### config.mk
export PLATFORM = sky130hd
export DESIGN_NAME = av_mailbox_slave_flat
export DESIGN_NICKNAME = d
export VERILOG_FILES = /design/src/rtl/av_mailbox_slave_if.sv /design/src/rtl/av_mailbox_slave.sv /design/src/flat_wrapper.sv
export SDC_FILE = /design/constraint.sdc
export NUM_CORES = 1
export LEC_CHECK = 0
export CELL_PAD_IN_SITES_DETAIL_PLACEMENT = 1
export CELL_PAD_IN_SITES_GLOBAL_PLACEMENT = 1
export CORE_MARGIN = 4
export CORE_UTILIZATION = 45
export CTS_CLUSTER_SIZE = 30
export DETAILED_ROUTE_END_ITERATION = 10
export HOLD_SLACK_MARGIN = 0.03
export PLACE_DENSITY = 0.67
export SETUP_SLACK_MARGIN = 0.3
export SYNTH_ARGS = -nofsm -noshare
export SYNTH_HDL_FRONTEND = slang
export SYNTH_SLANG_ARGS = --single-unit
### constraint.sdc
create_clock -name sysclk -period 7.3 [get_ports sysclk]
set_input_delay 1.46 -clock sysclk [delete_from_list [all_inputs] [get_ports sysclk]]
set_output_delay 1.46 -clock sysclk [all_outputs]
set_load 0.05 [all_outputs]
### src/rtl/av_mailbox_slave_if.sv
// Avalon-MM bus bundle between a Qsys-side master and the av_mailbox_slave responder.
interface av_mailbox_slave_if;
  logic [1:0]  s_address;
  logic        s_read;
  logic        s_write;
  logic [15:0] s_writedata;
  logic [15:0] s_readdata;
  logic        s_waitrequest;

  modport master (output s_address, s_read, s_write, s_writedata,
                  input  s_readdata, s_waitrequest);
  modport slave  (input  s_address, s_read, s_write, s_writedata,
                  output s_readdata, s_waitrequest);
endinterface

### src/rtl/av_mailbox_slave.sv
// Avalon-MM mailbox responder: a2m / m2a word FIFOs between a Qsys master and the MCU register bus.
// Optional AV_MAILBOX_IRQ_EN adds the s_irq output and a live IRQCTL enable bit.
module av_mailbox_slave #(
  parameter int DEPTH       = 16,
  parameter int WAIT_CYCLES = 1
) (
  input  logic                sysclk,
  input  logic                sysreset_n,
  av_mailbox_slave_if.slave   bus,
  output logic [15:0]         mcu_rx_data,
  input  logic                mcu_rx_read,
  output logic                mcu_rx_empty,
  input  logic [15:0]         mcu_tx_data,
  input  logic                mcu_tx_load,
  output logic                mcu_tx_full,
  output logic [15:0]         status_out
`ifdef AV_MAILBOX_IRQ_EN
  ,
  output logic                s_irq
`endif
);

  // state | meaning
  // IDLE  | no access in flight; a request moves to WAIT
  // WAIT  | inserting wait states; readdata captured on the way out
  // ACK   | waitrequest low for one cycle; side effect commits at its end
  typedef enum logic [1:0] {IDLE, WAIT, ACK} state_t;

  localparam int AW = $clog2(DEPTH);
  localparam int CW = (WAIT_CYCLES > 1) ? $clog2(WAIT_CYCLES) : 1;
  localparam logic [CW-1:0] CNT_INIT = CW'(WAIT_CYCLES - 1);
  localparam logic [CW-1:0] CNT_ONE  = CW'(1);
  localparam logic [AW-1:0] PTR_ONE  = AW'(1);
  localparam logic [AW:0]   LVL_ONE  = (AW+1)'(1);
  localparam logic [AW:0]   LVL_FULL = (AW+1)'(DEPTH);

  state_t          state_q, state_d;
  logic [CW-1:0]   cnt_q, cnt_d;
  logic [15:0]     rdata_q, rdata_d;
  logic            rd_pop_q, rd_pop_d;
  logic [15:0]     scratch_q, scratch_d;
  logic            irq_en_q, irq_en_d;
  logic            a2m_ovf_q, a2m_ovf_d, m2a_unf_q, m2a_unf_d, mcu_ovf_q, mcu_ovf_d;

  logic [15:0]     a2m_mem_q [DEPTH];
  logic [15:0]     m2a_mem_q [DEPTH];
  logic [AW-1:0]   a2m_wr_q, a2m_wr_d, a2m_rd_q, a2m_rd_d;
  logic [AW-1:0]   m2a_wr_q, m2a_wr_d, m2a_rd_q, m2a_rd_d;
  logic [AW:0]     a2m_cnt_q, a2m_cnt_d, m2a_cnt_q, m2a_cnt_d;
  logic            a2m_empty_q, a2m_empty_d, a2m_full_q, a2m_full_d;
  logic            m2a_empty_q, m2a_empty_d, m2a_full_q, m2a_full_d;

  logic            is_wr, is_rd, commit;
  logic            av_data_wr, av_data_rd, av_stat_wr, av_scr_wr, av_irq_wr;
  logic            a2m_pop, a2m_push_ok, m2a_pop, m2a_push_ok;
  logic [15:0]     status, cap_data, irqctl_rd;
  logic            cap_pop;

  // Simultaneous read+write is treated as a write
  assign is_wr  = bus.s_write;
  assign is_rd  = bus.s_read && !bus.s_write;
  assign commit = (state_q == ACK);

  assign av_data_wr = commit && is_wr && (bus.s_address == 2'd0);
  assign av_data_rd = commit && is_rd && (bus.s_address == 2'd0);
  assign av_stat_wr = commit && is_wr && (bus.s_address == 2'd1);
  assign av_scr_wr  = commit && is_wr && (bus.s_address == 2'd2);
  assign av_irq_wr  = commit && is_wr && (bus.s_address == 2'd3);

  assign status = {8'(m2a_cnt_q), 1'b0, mcu_ovf_q, m2a_unf_q, a2m_ovf_q,
                   m2a_full_q, m2a_empty_q, a2m_full_q, a2m_empty_q};

`ifdef AV_MAILBOX_IRQ_EN
  logic s_irq_q, s_irq_d;
  assign irqctl_rd = {15'd0, irq_en_q};
  assign s_irq_d   = irq_en_q && !m2a_empty_q;
  assign s_irq     = s_irq_q;
  always_ff @(posedge sysclk) begin
    if (!sysreset_n) s_irq_q <= 1'b0;
    else             s_irq_q <= s_irq_d;
  end
`else
  assign irqctl_rd = 16'd0;
`endif

  always_comb begin
    cap_data = 16'd0;
    cap_pop  = 1'b0;
    if (is_rd) begin
      unique case (bus.s_address)
        2'd0: begin
          // Remember whether the pop is real so ACK stays consistent with readdata
          cap_pop = !m2a_empty_q;
          if (!m2a_empty_q) cap_data = m2a_mem_q[m2a_rd_q];
        end
        2'd1:    cap_data = status;
        2'd2:    cap_data = scratch_q;
        default: cap_data = irqctl_rd;
      endcase
    end
  end

  always_comb begin
    state_d  = state_q;
    cnt_d    = cnt_q;
    rdata_d  = rdata_q;
    rd_pop_d = rd_pop_q;
    unique case (state_q)
      IDLE: if (bus.s_read || bus.s_write) begin
        state_d = WAIT;
        cnt_d   = CNT_INIT;
      end
      WAIT: if (cnt_q == '0) begin
        state_d  = ACK;
        rdata_d  = cap_data;
        rd_pop_d = cap_pop;
      end else begin
        cnt_d = cnt_q - CNT_ONE;
      end
      ACK:     state_d = IDLE;
      default: state_d = IDLE;
    endcase
  end

  assign bus.s_readdata    = rdata_q;
  assign bus.s_waitrequest = (bus.s_read || bus.s_write) && (state_q != ACK);

  always_comb begin
    a2m_pop     = mcu_rx_read && !a2m_empty_q;
    a2m_push_ok = av_data_wr && (!a2m_full_q || a2m_pop);
    m2a_pop     = av_data_rd && rd_pop_q;
    m2a_push_ok = mcu_tx_load && (!m2a_full_q || m2a_pop);

    a2m_wr_d  = a2m_push_ok ? a2m_wr_q + PTR_ONE : a2m_wr_q;
    a2m_rd_d  = a2m_pop     ? a2m_rd_q + PTR_ONE : a2m_rd_q;
    m2a_wr_d  = m2a_push_ok ? m2a_wr_q + PTR_ONE : m2a_wr_q;
    m2a_rd_d  = m2a_pop     ? m2a_rd_q + PTR_ONE : m2a_rd_q;

    a2m_cnt_d = a2m_cnt_q;
    if (a2m_push_ok && !a2m_pop)      a2m_cnt_d = a2m_cnt_q + LVL_ONE;
    else if (!a2m_push_ok && a2m_pop) a2m_cnt_d = a2m_cnt_q - LVL_ONE;
    m2a_cnt_d = m2a_cnt_q;
    if (m2a_push_ok && !m2a_pop)      m2a_cnt_d = m2a_cnt_q + LVL_ONE;
    else if (!m2a_push_ok && m2a_pop) m2a_cnt_d = m2a_cnt_q - LVL_ONE;

    a2m_empty_d = (a2m_cnt_d == '0);
    a2m_full_d  = (a2m_cnt_d == LVL_FULL);
    m2a_empty_d = (m2a_cnt_d == '0);
    m2a_full_d  = (m2a_cnt_d == LVL_FULL);

    // Sticky set takes priority over a same-cycle write-1-to-clear
    a2m_ovf_d = (av_data_wr && a2m_full_q && !a2m_pop) ||
                (a2m_ovf_q && !(av_stat_wr && bus.s_writedata[4]));
    m2a_unf_d = (av_data_rd && !rd_pop_q) ||
                (m2a_unf_q && !(av_stat_wr && bus.s_writedata[5]));
    mcu_ovf_d = (mcu_tx_load && m2a_full_q && !m2a_pop) ||
                (mcu_ovf_q && !(av_stat_wr && bus.s_writedata[6]));

    scratch_d = av_scr_wr ? bus.s_writedata : scratch_q;
`ifdef AV_MAILBOX_IRQ_EN
    irq_en_d  = av_irq_wr ? bus.s_writedata[0] : irq_en_q;
`else
    irq_en_d  = 1'b0 & av_irq_wr;
`endif
  end

  assign mcu_rx_empty = a2m_empty_q;
  assign mcu_rx_data  = a2m_empty_q ? 16'd0 : a2m_mem_q[a2m_rd_q];
  assign mcu_tx_full  = m2a_full_q;
  assign status_out   = status;

  always_ff @(posedge sysclk) begin
    if (a2m_push_ok) a2m_mem_q[a2m_wr_q] <= bus.s_writedata;
    if (m2a_push_ok) m2a_mem_q[m2a_wr_q] <= mcu_tx_data;
  end

  always_ff @(posedge sysclk) begin
    if (!sysreset_n) begin
      state_q     <= IDLE;
      cnt_q       <= '0;
      rdata_q     <= '0;
      rd_pop_q    <= 1'b0;
      scratch_q   <= '0;
      irq_en_q    <= 1'b0;
      a2m_ovf_q   <= 1'b0;
      m2a_unf_q   <= 1'b0;
      mcu_ovf_q   <= 1'b0;
      a2m_wr_q    <= '0;
      a2m_rd_q    <= '0;
      m2a_wr_q    <= '0;
      m2a_rd_q    <= '0;
      a2m_cnt_q   <= '0;
      m2a_cnt_q   <= '0;
      a2m_empty_q <= 1'b1;
      a2m_full_q  <= 1'b0;
      m2a_empty_q <= 1'b1;
      m2a_full_q  <= 1'b0;
    end else begin
      state_q     <= state_d;
      cnt_q       <= cnt_d;
      rdata_q     <= rdata_d;
      rd_pop_q    <= rd_pop_d;
      scratch_q   <= scratch_d;
      irq_en_q    <= irq_en_d;
      a2m_ovf_q   <= a2m_ovf_d;
      m2a_unf_q   <= m2a_unf_d;
      mcu_ovf_q   <= mcu_ovf_d;
      a2m_wr_q    <= a2m_wr_d;
      a2m_rd_q    <= a2m_rd_d;
      m2a_wr_q    <= m2a_wr_d;
      m2a_rd_q    <= m2a_rd_d;
      a2m_cnt_q   <= a2m_cnt_d;
      m2a_cnt_q   <= m2a_cnt_d;
      a2m_empty_q <= a2m_empty_d;
      a2m_full_q  <= a2m_full_d;
      m2a_empty_q <= m2a_empty_d;
      m2a_full_q  <= m2a_full_d;
    end
  end

endmodule

### src/flat_wrapper.sv
// flat-port wrapper written by rule: the top's interface ports become plain ports
module av_mailbox_slave_flat 
#(
  parameter int DEPTH       = 16,
  parameter int WAIT_CYCLES = 1
)
  (sysclk, sysreset_n, mcu_rx_data, mcu_rx_read, mcu_rx_empty, mcu_tx_data, mcu_tx_load, mcu_tx_full, status_out, bus_s_address, bus_s_read, bus_s_write, bus_s_writedata, bus_s_readdata, bus_s_waitrequest);
  av_mailbox_slave_if bus_i ();
  input  logic sysclk;
  input  logic sysreset_n;
  output logic [15:0] mcu_rx_data;
  input  logic mcu_rx_read;
  output logic mcu_rx_empty;
  input  logic [15:0] mcu_tx_data;
  input  logic mcu_tx_load;
  output logic mcu_tx_full;
  output logic [15:0] status_out;
  input wire logic [$bits(bus_i.s_address)-1:0] bus_s_address;
  input wire logic [$bits(bus_i.s_read)-1:0] bus_s_read;
  input wire logic [$bits(bus_i.s_write)-1:0] bus_s_write;
  input wire logic [$bits(bus_i.s_writedata)-1:0] bus_s_writedata;
  output wire logic [$bits(bus_i.s_readdata)-1:0] bus_s_readdata;
  output wire logic [$bits(bus_i.s_waitrequest)-1:0] bus_s_waitrequest;
  assign bus_i.s_address = bus_s_address;
  assign bus_i.s_read = bus_s_read;
  assign bus_i.s_write = bus_s_write;
  assign bus_i.s_writedata = bus_s_writedata;
  assign bus_s_readdata = bus_i.s_readdata;
  assign bus_s_waitrequest = bus_i.s_waitrequest;
  av_mailbox_slave #(.DEPTH(DEPTH), .WAIT_CYCLES(WAIT_CYCLES)) u_core (.sysclk(sysclk), .sysreset_n(sysreset_n), .bus(bus_i), .mcu_rx_data(mcu_rx_data), .mcu_rx_read(mcu_rx_read), .mcu_rx_empty(mcu_rx_empty), .mcu_tx_data(mcu_tx_data), .mcu_tx_load(mcu_tx_load), .mcu_tx_full(mcu_tx_full), .status_out(status_out));
endmodule
**After elaboration in Yosys (flattened, before gate mapping)**

Memory sizes are Yosys's and may differ from the RTL's. A register that Yosys moved wholly into a read port is not among the register bits.
Cells that the tools add are included.

- Flip-flop bits (word level): 69
- Memories kept: 2
- Word-level logic and storage cells: 117
- Bits in writable memories: 512
- Input port bits: 40
- Output and inout port bits: 51

- Bitwise gates (word level): 1
- Eq/ne operators: 9
- $add $sub $neg: 9
- Reductions and logical operators: 54
- Multiplexer cells: 24

Memory list:

| name | depth | width | rd ports | clocked after Yosys merged registers in | wr ports | RTL line | source |
|---|---|---|---|---|---|---|---|
| u_core.a2m_mem_q | 16 | 16 | 1 | 1 | 1 | av_mailbox_slave.sv:45 | `logic [15:0] a2m_mem_q [DEPTH];` |
| u_core.m2a_mem_q | 16 | 16 | 1 | 1 | 1 | av_mailbox_slave.sv:46 | `logic [15:0] m2a_mem_q [DEPTH];` |

Operators with widths:

| cell | count |
|---|---|
| 16-bit 2-to-1 mux | 3 |
| 16-bit one-hot mux with 3 select lines | 1 |
| 1-bit logical AND | 27 |
| 5-bit 2-to-1 mux | 4 |
| 4-bit by 1-bit adder with 4-bit output, second input constant | 4 |
| 4-bit 2-to-1 mux | 4 |
| 1-bit zero test | 13 |
| 5-bit by 1-bit adder with 5-bit output, second input constant | 2 |
| 5-bit equality test, second input constant | 2 |
| 5-bit zero test | 2 |
| 5-bit by 1-bit subtractor with 5-bit output, second input constant | 2 |
| 1-bit 2-to-1 mux | 8 |
| 1-bit logical OR | 6 |
| 2-bit AND reduction | 3 |
| 2-bit by 1-bit equality test with 1-bit output, second input constant | 2 |
| 2-bit equality test, second input constant | 2 |
| 2-bit zero test | 2 |
| 2-bit 2-to-1 mux | 2 |
| 2-bit inequality test, second input constant | 2 |
| 2-bit one-hot mux with 2 select lines | 1 |
| 2-bit by 1-bit inequality test with 1-bit output, second input constant | 1 |
| 1-bit one-hot mux with 2 select lines | 1 |
| 2-bit nonzero test | 1 |
| 1-bit NOT | 1 |
| 1-bit subtractor, second input constant | 1 |

**Depth between registers and ports, before layout**

Gate-level depths: netlist of run 1.

- Word-level depth: 12
- Gate-level depth with buffers: 7
- Mapped depth without buffers: 7

**Least setup slack after synthesis of run 1**

No wires, ideal clock.

- Kind: input to register
- Start point: input bus_s_address[1]
- End point: memory u_core.m2a_mem_q[1][0] (enable)
- Setup slack: 2909 ps
- Path buffers: 2
- Stages: 7
- Setup time: 409 ps
- Required time: 6891 ps
- Arrival: 3982 ps
- Path through: or4b_1 buf_2 or2_1 buf_6 a21oi_2 nand2_1 nor3_1

- Longest elaborated chain between the ends: 7

Ends and longest elaborated chain:

| item | RTL line | source |
|---|---|---|
| from (decl) | flat_wrapper.sv:18 | `input wire logic [$bits(bus_i.s_address)-1:0] bus_s_address;` |
| 2-bit zero test | av_mailbox_slave.sv:65 | `assign av_data_rd = commit && is_rd && (bus.s_address == 2'd0);` |
| 1-bit logical AND | av_mailbox_slave.sv:65 |  |
| 1-bit logical AND | av_mailbox_slave.sv:131 | `m2a_pop = av_data_rd && rd_pop_q;` |
| 1-bit logical OR | av_mailbox_slave.sv:132 | `m2a_push_ok = mcu_tx_load && (!m2a_full_q \|\| m2a_pop);` |
| 1-bit logical AND | av_mailbox_slave.sv:132 |  |
| 1-bit 2-to-1 mux | av_mailbox_slave.sv:174 | `if (m2a_push_ok) m2a_mem_q[m2a_wr_q] <= mcu_tx_data;` |
| 1-bit 2-to-1 mux (not written as such) | av_mailbox_slave.sv:174 |  |
| to (decl) | av_mailbox_slave.sv:46 |  |

No other way between the ends.

==> results.md, run 1 <==
- Status: completed
- Max VDD drop: 0.000218 V
- Via Count: 11571
- DRC violations left: 0
- Final setup fails: 0
- Fin. Hold Viols: 0
- Post-route antenna net violation count: 0
- Clk_lat worst skew: roughly 0.64 ns
- Min-Delay Path Depth: 2
- Crit share post-route: about three quarters
- Maxcap violations: 0
- Setup TNS: 0 ns
- CP dominant cell by count: mux4_2
- Cell Area, Synth: between 20000 and 25000 um2
- Total CTS buffers: 60
- Num rows: between 80 and 90
- Psw: approximately 1800 uW
- Seq cells post-synth: 588
- Register area share after synthesis: 73.3%
- Pwr dens: approximately 280 nW/um2
- Congestion Overflow GR: 0
- Least-Margin Pin Slew: roughly 1.2 ns
- Comb pwr share: a little under a tenth
- Worst setup SP type: register
- Starting Density: between 40% and 50%
- Layout cells sized above 1: 24.3%
- Critical path required time: 5.84 ns
- CTS resizes: 0
- CTS Sinks: 588
- GP Congestion: around 0.77
- Clk pwr share: between 40% and 50%
- Critical Path Fanout Max: 33
- Relative slew slack: 18.2%
- Drt wl/cell: 26.5 um
- Hold Crit Class: reg -> reg
- Sequential Power Share: roughly 51%
- Switching share of power: 23.6%
- Clock buffer depth: 3
- Maximum clock frequency: 186 MHz
- Cell variety after synth: 57
- DIE HEIGHT: between 200 and 250 um
- Pre-Repair DR Iteration Count: 5
- Largest net degree at the start of global routing: between 60 and 70
- DR vias/cell: 5.68
- Area Overhead vs Synth: 15.7%
- Slowest-stage cell, CP: dfxtp_2
- Ys async rst share: 0%
- Vias in the first global route: approximately 12000
- Post-synth top flop: edfxtp_1
- Ant. Diodes: 0
- Mean Syn Cell Area: approximately 19 um2
- Crit path kind: reg -> out
- Post-CTS setup buffers: 0
- Tot GR Track Use: 20.0%
- Die X: approximately 230 um
- Fin crit period: 5.38 ns
- Power Internal: 5680 uW
- Core area: 50400 um2
- Pins Over Slew Limit: 0
- Number of enable flip-flop cells after synthesis: 512
- Final core occ: between 50% and 60%
- Initial antenna violation count: 0
- Worst stage delay on the critical path: 0.92 ns
- # IOs: 91
- Iter 0 DRT Violations: 875
- Crit-path cells: buf_4, mux4_2, mux4_2, nor2b_1, clkdlybuf4s50_1
- Arrival @ worst endpoint: 3.92 ns
- HPWL Detailed: 33500 um
- IO buf count: 86
- Final WL: about 54000 um
- CTS tree: built
- R2R cell count: 5
- Hold Buf Count CTS: 0
- Die area: 54900 um2
- Clk Tree Root Cell: clkbuf_16
- Leakage: 0.00819 uW
- Layout Nets: 1367
- FF-to-FF setup slack: 3.86 ns
- Synth Instances: 1209
- Crit path capture type: output pin
- Yosys Warn Count: 0
- Reg clk slew, reported paths: approximately 0.06 ns
- First-pass GRT wire length: roughly 80000 um
- H-tree levels: 2
- Setup Skew: 0.0299 ns
- RSZ-0062 raised after global routing: false
-- cell usage in the layout (no fill, tap or decap), types with 4 or more instances in the layout --
cell type,synthesis,layout
inv_1,13,13
clkbuf_16,0,60
buf_4,11,29
clkbuf_1,45,16
nand4_1,4,4
and3_1,5,5
nor2_1,58,34
a221oi_1,12,12
mux2i_1,7,7
clkdlybuf4s50_1,0,86
bufinv_16,0,5
a21oi_1,43,43
a22oi_1,13,13
conb_1,1,4
xnor2_1,9,9
nand2_1,56,56
nand2b_1,7,7
edfxtp_1,512,512
mux2_2,28,28
nor2b_1,21,21
clkinv_1,0,14
dfxtp_1,76,71
mux4_2,144,144
nor2_2,1,25
nor3_1,16,8
nor4_1,4,4
a32oi_1,5,5
and2_1,19,19
ha_1,14,14
clkinv_2,0,11
nor3_2,0,8
o21ai_0,20,20
xor2_1,9,9
-- layer usage --
layer	GRT usage (%)	share of wire [%]	vias to the layer above
met2	33.1	50	285
met4	4.54	1.9	0
met1	28.3	43	6168
li1	-	-	5049
met3	3.34	4.7	69
met5	0	0	-
-- registers in the layout, indices dropped and copies added (netlist names), 2 cells and up, named ones only --
name,flops
u_core.m2a_mem_q,256
u_core.state_q,2
u_core.a2m_wr_q,4
u_core.m2a_cnt_q,5
u_core.a2m_mem_q,256
u_core.bus.s_readdata,16
u_core.scratch_q,16
u_core.a2m_rd_q,4
u_core.a2m_cnt_q,5
u_core.m2a_wr_q,4
u_core.m2a_rd_q,4
-- cell type report --
type	instances	area [um2]
Clock buffer	76	1560
Sequential cell	588	16900
Multi-Input combinational cell	535	5860
Tap cell	672	841
Fill cell	4499	23700
Inverter	13	48.8
Timing Repair Buffer	115	1080
Clock inverter	37	359
-- Yosys cell counts, drive strengths merged, types with 19 or more instances --
library cell	count	area, um2
a21oi	44	224
and2	19	119
buf	31	183
clkbuf	45	169
dfxtp	76	1520
edfxtp	512	15400
mux2	28	315
mux4	144	3240
nand2	56	210
nor2	59	224
nor2b	21	131
o21ai	20	100
-- metrics by stage --
stage	instance area, um2	setup slack (ns)	instances	power (uW)	hold slack, ns
finish	26700	1.92	2036	7440	0.458
global route	26700	1.74	2036	7710	0.490
CTS	26700	1.83	2036	7510	0.460
detailed placement	24700	2.37	1923	4540	0.451
global placement	24700	2.47	1923	4530	0.445
floorplan	23100	2.91	1212	4280	0.436
-- path summary, 6_finish.rpt --
path | start | to
max | register | mcu_rx_data[7]
min | u_core.scratch_q[12] | u_core.scratch_q[12]
max reg2reg | u_core.mcu_rx_empty | u_core.a2m_mem_q[11][14]
min reg2reg | u_core.scratch_q[12] | u_core.scratch_q[12]
-- logic make-up after synthesis --
kind of cell	after synthesis	synth area share [%]
adders and majority gates	14	0.760
muxes	179	15.7
xor gates and xnor gates	18	0.684
and+or+nand+nor	210	4.55
other	1	0.0163
AOI/OAI and AO/OA	110	3.18
buffers and inverters	89	1.74
DFF	588	73.3
-- power groups by stage --
stage	Sequential, uW	Clock [uW]	Combinational [uW]
2_1_floorplan	3800	0	479
3_3_place_gp	3830	0	705
3_5_place_dp	3830	0	715
4_1_cts	3760	3040	718
5_1_grt	3760	3200	752
6_report	3750	2980	704
-- worst max-delay path, delay by kind of cell, from the launching register on --
family / cells / cell delay [ns]
flops: 1 / 0.92
buf+inv: 2 / 1.29
simple gates: 1 / 0.14
mux: 2 / 0.88
No activity file was read; power rests on OpenSTA's default activity.
==> run 2, diff against run 1 <==
Clock period 7.3 ns to 5.6 ns, I/O delays scaled along.
==> results.md, run 2 (synthesis results as in run 1) <==
- Status: completed (unchanged)
- Drt wl/cell: 26.4 um (was 26.5 um)
- Setup TNS: 0 ns (unchanged)
- Pins Over Slew Limit: 0 (unchanged)
- Final WL: 54400 um (was 54000 um)
- Setup Skew: 0.0332 ns (was 0.0299 ns)
- RSZ-0062 raised after global routing: false (unchanged)
- Crit path capture type: output pin (unchanged)
- Post-route antenna net violation count: 0 (unchanged)
- Crit share post-route: 85.3%
- CTS Sinks: 588 (unchanged)
- Die X: 234 um (unchanged)
- Core area: 50400 um2 (unchanged)
- Critical Path Fanout Max: 25 (was 33)
- IO buf count: 86 (unchanged)
- Commonest non-fill, non-tap cell in the layout: edfxtp_1 (unchanged)
- Die area: 54900 um2 (unchanged)
- Via Count: 11685 (was 11571)
- Total CTS buffers: 61 (was 60)
- Layout cells sized above 1: 26.3% (was 24.3%)
- Maxcap violations: 0 (unchanged)
- Fin crit period: between 4 and 5 ns
- Fillers: 4519 (was 4499)
- Pre-Repair DR Iteration Count: 5 (unchanged)
- Placed insts: 1946 (was 1923)
- Clk_lat worst skew: 0.64 ns (about the same)
- Layout Nets: 1391 (was 1367)
- Reg clk slew, reported paths: 0.06 ns (about the same)
- Worst setup SP type: register (unchanged)
- H-tree levels: 2 (unchanged)
- # IOs: 91 (unchanged)
- Fin. Hold Viols: 0 (unchanged)
- Critical path required time: 4.48 ns (was 5.84 ns)
- DR vias/cell: 5.67 (was 5.68)
- GP Congestion: 0.795 (was 0.773)
- DRC violations left: 0 (unchanged)
- Crit path kind: reg -> out (unchanged)
- Pwr dens: 364 nW/um2 (was 279 nW/um2)
- DIE HEIGHT: 234 um (unchanged)
- First-pass GRT wire length: 81400 um (was 80800 um)
- Arrival @ worst endpoint: 3.66 ns (was 3.92 ns)
- Initial antenna violation count: 3 (was 0)
- Maximum clock frequency: between 200 and 250 MHz
- Commonest non-fill, non-tap cells in the layout: 512 x edfxtp_1, 144 x mux4_2, 86 x clkdlybuf4s50_1 (unchanged)
- Hold Buf Count CTS: 0 (unchanged)
- Congestion Overflow GR: 0 (unchanged)
- Top flop regs: u_core.a2m_mem_q (256), u_core.m2a_mem_q (256) (unchanged)
- CTS resizes: 0 (unchanged)
- Vias in the first global route: 12617 (was 12300)
- CTS tree: built (unchanged)
- Clock buffer depth: 3 (unchanged)
- Post-CTS setup buffers: 0 (unchanged)
- Relative slew slack: 25.2% (was 18.2%)
- Least-Margin Pin Slew: 1.12 ns (was 1.23 ns)
- Largest net degree at the start of global routing: 61 (unchanged)
- Tot GR Track Use: 20.1% (was 20.0%)
- Area Overhead vs Synth: 16.9% (was 15.7%)
- Num rows: 82 (unchanged)
- Clk Tree Root Cell: clkbuf_16 (unchanged)
- Final setup fails: 0 (unchanged)
- Max VDD drop: 0.000304 V (was 0.000218 V)
- Final non-filler cell total: 2062 (was 2036)
- Iter 0 DRT Violations: 829 (was 875)
- Leakage: 0.00838 uW (was 0.00819 uW)
- HPWL Detailed: 34000 um (was 33500 um)
- Starting Density: 45.7% (unchanged)
- Hold Crit Class: reg -> reg (unchanged)
==> run 2: worst max-delay path, cell delays in order (launching register included) <==
cell and delay, ns:
dfxtp_4 0.70, buf_4 0.37, mux4_2 0.54, mux4_2 0.52, nor2b_1 0.15, clkdlybuf4s50_1 0.71
==> run 2: report_power, final <==
| group | total [uW] | internal, uW | switching (uW) | leakage, uW |
|---|---|---|---|---|
| Combinational | 914 | 393 | 522 | 0.00216 |
| Sequential | 4890 | 4810 | 81.9 | 0.00523 |
| Clock | 3990 | 2280 | 1710 | 0.000989 |
==> run 2: through the flow <==
step	total power, uW	cell area (um2)	hold slack, ns	util (%)	setup WS, ns
2_1_floorplan	5580	23100	0.436	-	1.55
3_3_place_gp	5890	24900	0.447	49.5	1.14
3_5_place_dp	5920	24900	0.456	49.5	1.08
4_1_cts	9910	26900	0.464	53.5	0.723
5_1_grt	10200	26900	0.485	53.5	0.641
6_report	9800	26900	0.464	53.5	0.822
==> run 2: routing by layer <==
| layer | up-vias | GRT usage, % | share of wire (%) |
|---|---|---|---|
| met2 | 280 | 35.1 | 52 |
| li1 | 5104 | - | - |
| met4 | 4 | 4.87 | 2.0 |
| met3 | 84 | 3.61 | 4.8 |
| met5 | - | 0 | 0.042 |
| met1 | 6213 | 26.5 | 41 |
==> run 2: cell type report <==
| class | count | area [um2] | area share [%] |
|---|---|---|---|
| diodes | 1 | 2.50 | 0.00929 |
| clock buffers | 75 | 1600 | 5.95 |
| clock inverters | 40 | 395 | 1.47 |
| inverters | 13 | 48.8 | 0.181 |
| multi-input cells | 535 | 5860 | 21.8 |
| flip-flops and latches | 588 | 16900 | 62.8 |
| well taps | 672 | 841 | 3.12 |
| repair buffers | 138 | 1280 | 4.74 |
==> run 2: final timing paths <==
check	slack, ns	depth (start not counted)	end	startpoint
worst min register to register	0.46	2	u_core.scratch_q[1]	u_core.scratch_q[1]
worst max register to register	2.36	5	u_core.m2a_mem_q[4][1]	u_core.state_q[0]
worst max-delay path	0.82	5	mcu_rx_data[11]	register
worst min-delay path	0.46	2	u_core.scratch_q[1]	u_core.scratch_q[1]
